<file path="src/rtl/result_fifo.sv">
// result_fifo: first-word-fall-through buffer between the convolver datapath
// and the AHB-Lite slave. The head entry is presented combinationally on
// result_out; sticky overrun/underrun flags report dropped pushes and
// pops requested while empty.
module result_fifo #(
    parameter int DEPTH = 8,
    parameter int WIDTH = 16
) (
    input  logic                     clk,
    input  logic                     rst,
    input  logic                     clear,
    input  logic                     wr_en,
    input  logic [WIDTH-1:0]         wr_data,
    input  logic                     read_enable,
    output logic [WIDTH-1:0]         result_out,
    output logic                     empty,
    output logic                     full,
    output logic [$clog2(DEPTH):0]   count,
    output logic                     overrun,
    output logic                     underrun
);

    localparam int AW = $clog2(DEPTH);
    localparam int CW = AW + 1;
    localparam logic [CW-1:0] FULL_CNT = CW'(DEPTH);

    logic [WIDTH-1:0] mem [DEPTH];
    logic [AW-1:0]    wp;
    logic [AW-1:0]    rp;
    logic [CW-1:0]    cnt;
    logic             push_acc;
    logic             pop_acc;

    assign empty = (cnt == '0);
    assign full  = (cnt == FULL_CNT);
    assign count = cnt;

    // A push into a full FIFO is still taken when a pop frees the head slot
    // in the same cycle; pops are never taken while empty.
    assign push_acc = wr_en && (!full || read_enable);
    assign pop_acc  = read_enable && !empty;

    // Head entry is driven from registered state only, zero while empty.
    assign result_out = empty ? '0 : mem[rp];

    // Storage array: written on accepted pushes, never reset or flushed.
    always_ff @(posedge clk) begin
        if (push_acc && !clear) begin
            mem[wp] <= wr_data;
        end
    end

    // Pointers, occupancy and sticky error flags; clear overrides all traffic.
    always_ff @(posedge clk or posedge rst) begin
        if (rst) begin
            wp       <= '0;
            rp       <= '0;
            cnt      <= '0;
            overrun  <= 1'b0;
            underrun <= 1'b0;
        end else if (clear) begin
            wp       <= '0;
            rp       <= '0;
            cnt      <= '0;
            overrun  <= 1'b0;
            underrun <= 1'b0;
        end else begin
            if (push_acc) begin
                wp <= wp + AW'(1);
            end
            if (pop_acc) begin
                rp <= rp + AW'(1);
            end
            case ({push_acc, pop_acc})
                2'b10:   cnt <= cnt + CW'(1);
                2'b01:   cnt <= cnt - CW'(1);
                default: cnt <= cnt;
            endcase
            if (wr_en && full && !read_enable) begin
                overrun <= 1'b1;
            end
            if (read_enable && empty) begin
                underrun <= 1'b1;
            end
        end
    end

endmodule

</file>
<file path="config.mk">
export PLATFORM = sky130hd
export DESIGN_NAME = result_fifo
export DESIGN_NICKNAME = d
export VERILOG_FILES = /design/src/rtl/result_fifo.sv
export SDC_FILE = /design/constraint.sdc
export NUM_CORES = 1
export LEC_CHECK = 0
export ABC_AREA = 1
export CAP_MARGIN = 20
export CELL_PAD_IN_SITES_DETAIL_PLACEMENT = 1
export CELL_PAD_IN_SITES_GLOBAL_PLACEMENT = 2
export CORE_MARGIN = 1
export CORE_UTILIZATION = 40
export CTS_CLUSTER_SIZE = 16
export DETAILED_ROUTE_END_ITERATION = 16
export PLACE_DENSITY_LB_ADDON = 0.1
export SYNTH_ARGS = -nofsm -noshare
export SYNTH_HDL_FRONTEND = slang
export SYNTH_SLANG_ARGS = --single-unit
</file>
<file path="constraint.sdc">
create_clock -name clk -period 2.21 [get_ports clk]
set_input_delay 0.3315 -clock clk [delete_from_list [all_inputs] [get_ports clk]]
set_output_delay 0.3315 -clock clk [all_outputs]
set_load 0.02 [all_outputs]
</file>
==> Word level (Yosys, flattened, before mapping) <==
Memories as Yosys holds them, arrays and structs flattened.
Cells that the tools add are included.
{ "totals": {"word_cells": 43, "latch_bits": 0, "mem_bits_rw": 128, "rom_bits": 0, "register_bits": 12, "input_bits": 21, "mem_count": 1, "out_inout_bits": 24} }
{ "classes": {"bitwise": 0, "eq_ne": 3, "shift": 0, "add_sub_neg": 4, "n_reduce_logical": 17, "mul": 0, "n_lt_le_gt_ge": 0, "div": 0, "n_mux": 13} }
{ "memory_table": {"columns": ["name", "words", "width", "read_ports", "rd_clocked_by_memory_dff", "wr", "line", "text"], "rows": [
  ["mem", 8, 16, 1, 0, 1, "27", "logic [WIDTH-1:0] mem [DEPTH];"]
]} }
{ "op_table": {"columns": ["cell", "n"], "rows": [
  ["$mux W16", 1],
  ["$mux W3", 4],
  ["$pmux W4 S2", 1],
  ["$reduce_bool A2 Y1", 4],
  ["$add A3 B1 Y3 const B", 2],
  ["$logic_and A1 B1 Y1", 6],
  ["$mux W1", 6],
  ["$add A4 B1 Y4 const B", 1],
  ["$eq A4 B4 Y1 const B", 1],
  ["$logic_not A1 Y1", 4],
  ["$logic_not A4 Y1", 1],
  ["$mux W4", 1],
  ["$sub A4 B1 Y4 const B", 1],
  ["$reduce_bool A3 Y1", 1],
  ["$eq A2 B1 Y1 const B", 1],
  ["$eq A2 B2 Y1 const B", 1],
  ["$logic_or A1 B1 Y1", 1]
]} }

==> Longest topological paths before layout <==
{ "logic_depth": {"depth_word": 7, "depth_mapped": 12, "ltp_nobuf": 12} }

==> Worst setup path before layout <==
Ideal clock, no wire load.
{ "synth_path": {"kind": "register to register", "start": "reg cnt[0], in the netlist count[0]", "end": "mem mem[0][0] (enable)", "setup_ns": 0.388, "t_required_ns": 1.822, "t_arrival_ns": 1.744, "path_buffers": 0, "setup_slack_ns": 0.077, "stages_incl_launch_ff": 7, "cell_sequence": "dfrtp_1 -> nor2_2 -> nand4_2 -> nand2_2 -> nor2_2 -> nand2_1 -> nor2_1"} }
{ "synth_between": {"elab_chain_cells": 7} }
{ "synth_rtl": {"columns": ["element", "line", "text"], "rows": [
  ["start: declaration", "30", "logic [CW-1:0] cnt;"],
  ["start signal: assignment", "75", "2'b10: cnt <= cnt + CW'(1);"],
  ["start signal: assignment", "76", "2'b01: cnt <= cnt - CW'(1);"],
  ["start signal: assignment", "77", "default: cnt <= cnt;"],
  ["$eq A4 B4 Y1", "35", "assign full = (cnt == FULL_CNT);"],
  ["$logic_not A1 Y1", "40", "assign push_acc = wr_en && (!full || read_enable);"],
  ["$logic_or A1 B1 Y1", "40", null],
  ["$logic_and A1 B1 Y1", "40", null],
  ["$logic_and A1 B1 Y1", "48", "if (push_acc && !clear) begin"],
  ["$mux W1", "48", null],
  ["$mux W1 (implied by the code)", "49", "mem[wp] <= wr_data;"],
  ["end: declaration", "27", null]
]} }
No other way between the ends.

==> Final worst setup path <==
{ "layout_path": {"start": "reg rp[0]", "end": "out result_out[4]"} }
{ "layout_between": {"elab_chain_cells": 2} }
{ "layout_rtl": {"columns": ["element", "line", "text"], "rows": [
  ["start: declaration", "29", "logic [AW-1:0] rp;"],
  ["start signal: assignment", "72", "rp <= rp + AW'(1);"],
  ["$mem_v2 Z8 W16", null, null],
  ["$mux W16", "44", "assign result_out = empty ? '0 : mem[rp];"],
  ["end: declaration", "15", "output logic [WIDTH-1:0] result_out,"]
]} }
No other way between the ends.

==> results.json <==
{
  "status": "complete, but fails checks",
  "violations": "setup timing",
  "max_freq_mhz": 422,
  "n_antenna_cell": 0,
  "crit_cells": 7,
  "timing.hold.ws_ns": 0.240,
  "finalMaxSlewViolations": 0,
  "setup_ws_ns": -0.161,
  "critPathBufInv": 3,
  "place.gp.congestion": 0.767,
  "die-area_um2": 14900,
  "crit_path_start_kind": "flip-flop",
  "drt-initial-drc-count": 252,
  "synthTopCellsByArea": "edfxtp_1 67%, nor2_1 7.2%, o21ai_0 5.6%",
  "fin_crit_sh_pct": 107,
  "skew_ns": 0.0112,
  "final_common_cell": "edfxtp_1",
  "hpwl_um": 9490,
  "cts_sinks": 140,
  "grt.overflow.total": 0,
  "drv_cap": 0,
  "grt_max_degree": 22,
  "endpoint_kind": "output port",
  "dp_cells": 721,
  "first_global_vias": 4249,
  "cts_buffers": 17,
  "post-route-min-period_ns": 2.37,
  "finalHoldViolations": 0,
  "grt_first_pass_wirelength_um": 23100,
  "rsz0062_at_grt": "true",
  "path_common_cell": "buf_4",
  "regToRegSetupSlack_ns": 0.35,
  "setup_viol_count_final": 11,
  "ir_worst_vdd_v": 0.000605,
  "stdcell_count": 774,
  "ys_warn_count": 0,
  "wl_um": 15600,
  "setup_tns_ns": -0.588,
  "die_h_um": 122,
  "area_growth_pct": 33.7,
  "max_stage_delay_ns": 0.54,
  "drcViolationCount": 0,
  "core_area_um2": 14000,
  "dpl_worst_slack_ns": -0.0944,
  "cts_tree": "done",
  "synth_top_area_share_pct": 66.6,
  "vias": 4066,
  "worst_r2r_endpoint": "mem[1][10]",
  "min-delay-path-class": "in2async",
  "layout_common_cells": "128 x edfxtp_1, 97 x nor2_1, 67 x buf_4",
  "track_usage_pct": 21.6,
  "clk_pin_slew_worst_paths_ns": 0.06,
  "die_w_um": 122,
  "path_class": "reg2out",
  "r2r-start": "count[3]",
  "io-pin-count": 45,
  "cts_max_level": 4,
  "cts_hold_buf": 0,
  "synth_seq_cells": 140,
  "critPathSlowestCell": "dfrtp_4",
  "critPathLaunch": "rp[0]",
  "worstPathCellList": "buf_4, inv_2, o21ai_0, o22ai_1, o21ai_1, a31oi_1, buf_4",
  "worstMarginPinSlew_ns": 0.525,
  "powerDensity_nw_per_um2": 1220,
  "clock_path_buffers": 2,
  "ant_nets": 0,
  "reg2reg_depth": 7,
  "synth_cells": 470,
  "insertion_delay_ns": 0.43,
  "design.final.nets": 607,
  "wl_per_cell_um": 20.2,
  "clock-root-buffer": "clkbuf_16",
  "vias_per_cell": 5.25,
  "cp_top_family": "compound AO/OA/AOI/OAI gates",
  "firstDrtPassIters": 4,
  "path_max_fanout": 6,
  "yosys.area.top_type": "edfxtp_1",
  "syn-num-nets": 495,
  "yosysUniqueCellTypes": 28,
  "floorplan.initialDensity_pct": 41.2,
  "netlist_area_um2": 5770,
  "relSlewSlack_pct": 65.0,
  "seq_area_frac_synth_pct": 71.8,
  "rows": 43,
  "leakage_nw": 2.88,
  "antenna_found_initial": 0,
  "required_ns": 1.88,
  "numPortBuffers": 44,
  "drive_above_1_share_pct": 27.3,
  "avgSynthCellArea_um2": 12.3,
  "cp-endpoint": "result_out[4]",
  "arrival_ns": 2.04
}
## power by group
| group | leakage (nW) | internal, W | switching (W) |
|---|---|---|---|
| sequential | 1.32 | 0.00300 | 0.0000675 |
| clock | 0.286 | 0.00176 | 0.00106 |
| combinational | 1.28 | 0.00158 | 0.00192 |
## cells in the mapped netlist
| master | instances |
|---|---|
| a31oi_1 | 16 |
| nor2_2 | 2 |
| buf_8 | 3 |
| nand2_1 | 27 |
| nand3_1 | 5 |
| clkbuf_1 | 9 |
| a21oi_2 | 1 |
| o21ai_1 | 22 |
| edfxtp_1 | 128 |
| dfrtp_1 | 12 |
| inv_2 | 5 |
| nand3_2 | 1 |
| nor2_1 | 110 |
| nand4_1 | 1 |
| buf_2 | 10 |
| nor4_1 | 1 |
| nand4_2 | 2 |
| nand2_2 | 3 |
| a21oi_1 | 2 |
| o21bai_4 | 1 |
| inv_1 | 15 |
| inv_4 | 1 |
| o21ai_0 | 64 |
| o22ai_1 | 17 |
| o21a_1 | 4 |
| nand3b_1 | 1 |
| buf_6 | 3 |
| ha_1 | 4 |
## cell families (layout without fill, tap and decap cells)
family | Yosys count | after routing | share of synthesized area (%)
compound gates | 127 | 127 | 12.2
flops | 140 | 140 | 71.8
buf+inv | 46 | 170 | 4.23
simple gates | 153 | 153 | 10.8
fa+ha+maj | 4 | 4 | 0.868
## stage by stage
stage / area (µm²) / utilization, % / total power (W)
3_5_place_dp: 6740 / 48.2 / 0.00605
3_3_place_gp: 6740 / 48.2 / 0.00599
4_1_cts: 7340 / 52.5 / 0.00886
2_1_floorplan: 5770 / - / 0.00476
6_report: 7710 / 55.1 / 0.00939
5_1_grt: 7710 / 55.1 / 0.00982
## registers in the layout (all words and copies together), names as in the netlist
signal and count:
underrun 1, rp 3, mem 128, wp 3, overrun 1, count 4
## cell type report
class	count	area (µm²)
well taps	180	225
repair inverters	1	3.75
fillers	1451	6280
flip-flops and latches	140	4150
multi-input cells	284	1500
inverters	21	86.3
clock buffers	19	433
clock inverters	12	149
repair buffers	117	1170
## worst min-delay path by stage
stage	from	end	depth (start not counted)
final	rst	count[3]	2
after global routing	rst	overrun	2
after CTS	rst	count[3]	2
after detailed placement	overrun	overrun	1
after global placement	overrun	overrun	1
after floorplan	rst	count[0]	1
## what timing repair did
action                     4_1_cts  5_1_grt
pin swaps                        2       18
setup endpoints to repair       18       16
buffers inserted                 3       14
gates resized for setup         98       73
cloned                           2        4
## metal layers
metal / vias to the layer above / routed length (µm) / track usage [%]
li1: 1919 / - / -
met1: 2059 / 7030 / 27.3
met2: 65 / 8000 / 36.5
met3: 23 / 390 / 4.78
met4: 0 / 219 / 7.70
met5: - / 0 / 0
No activity file was read; power rests on OpenSTA's default activity.
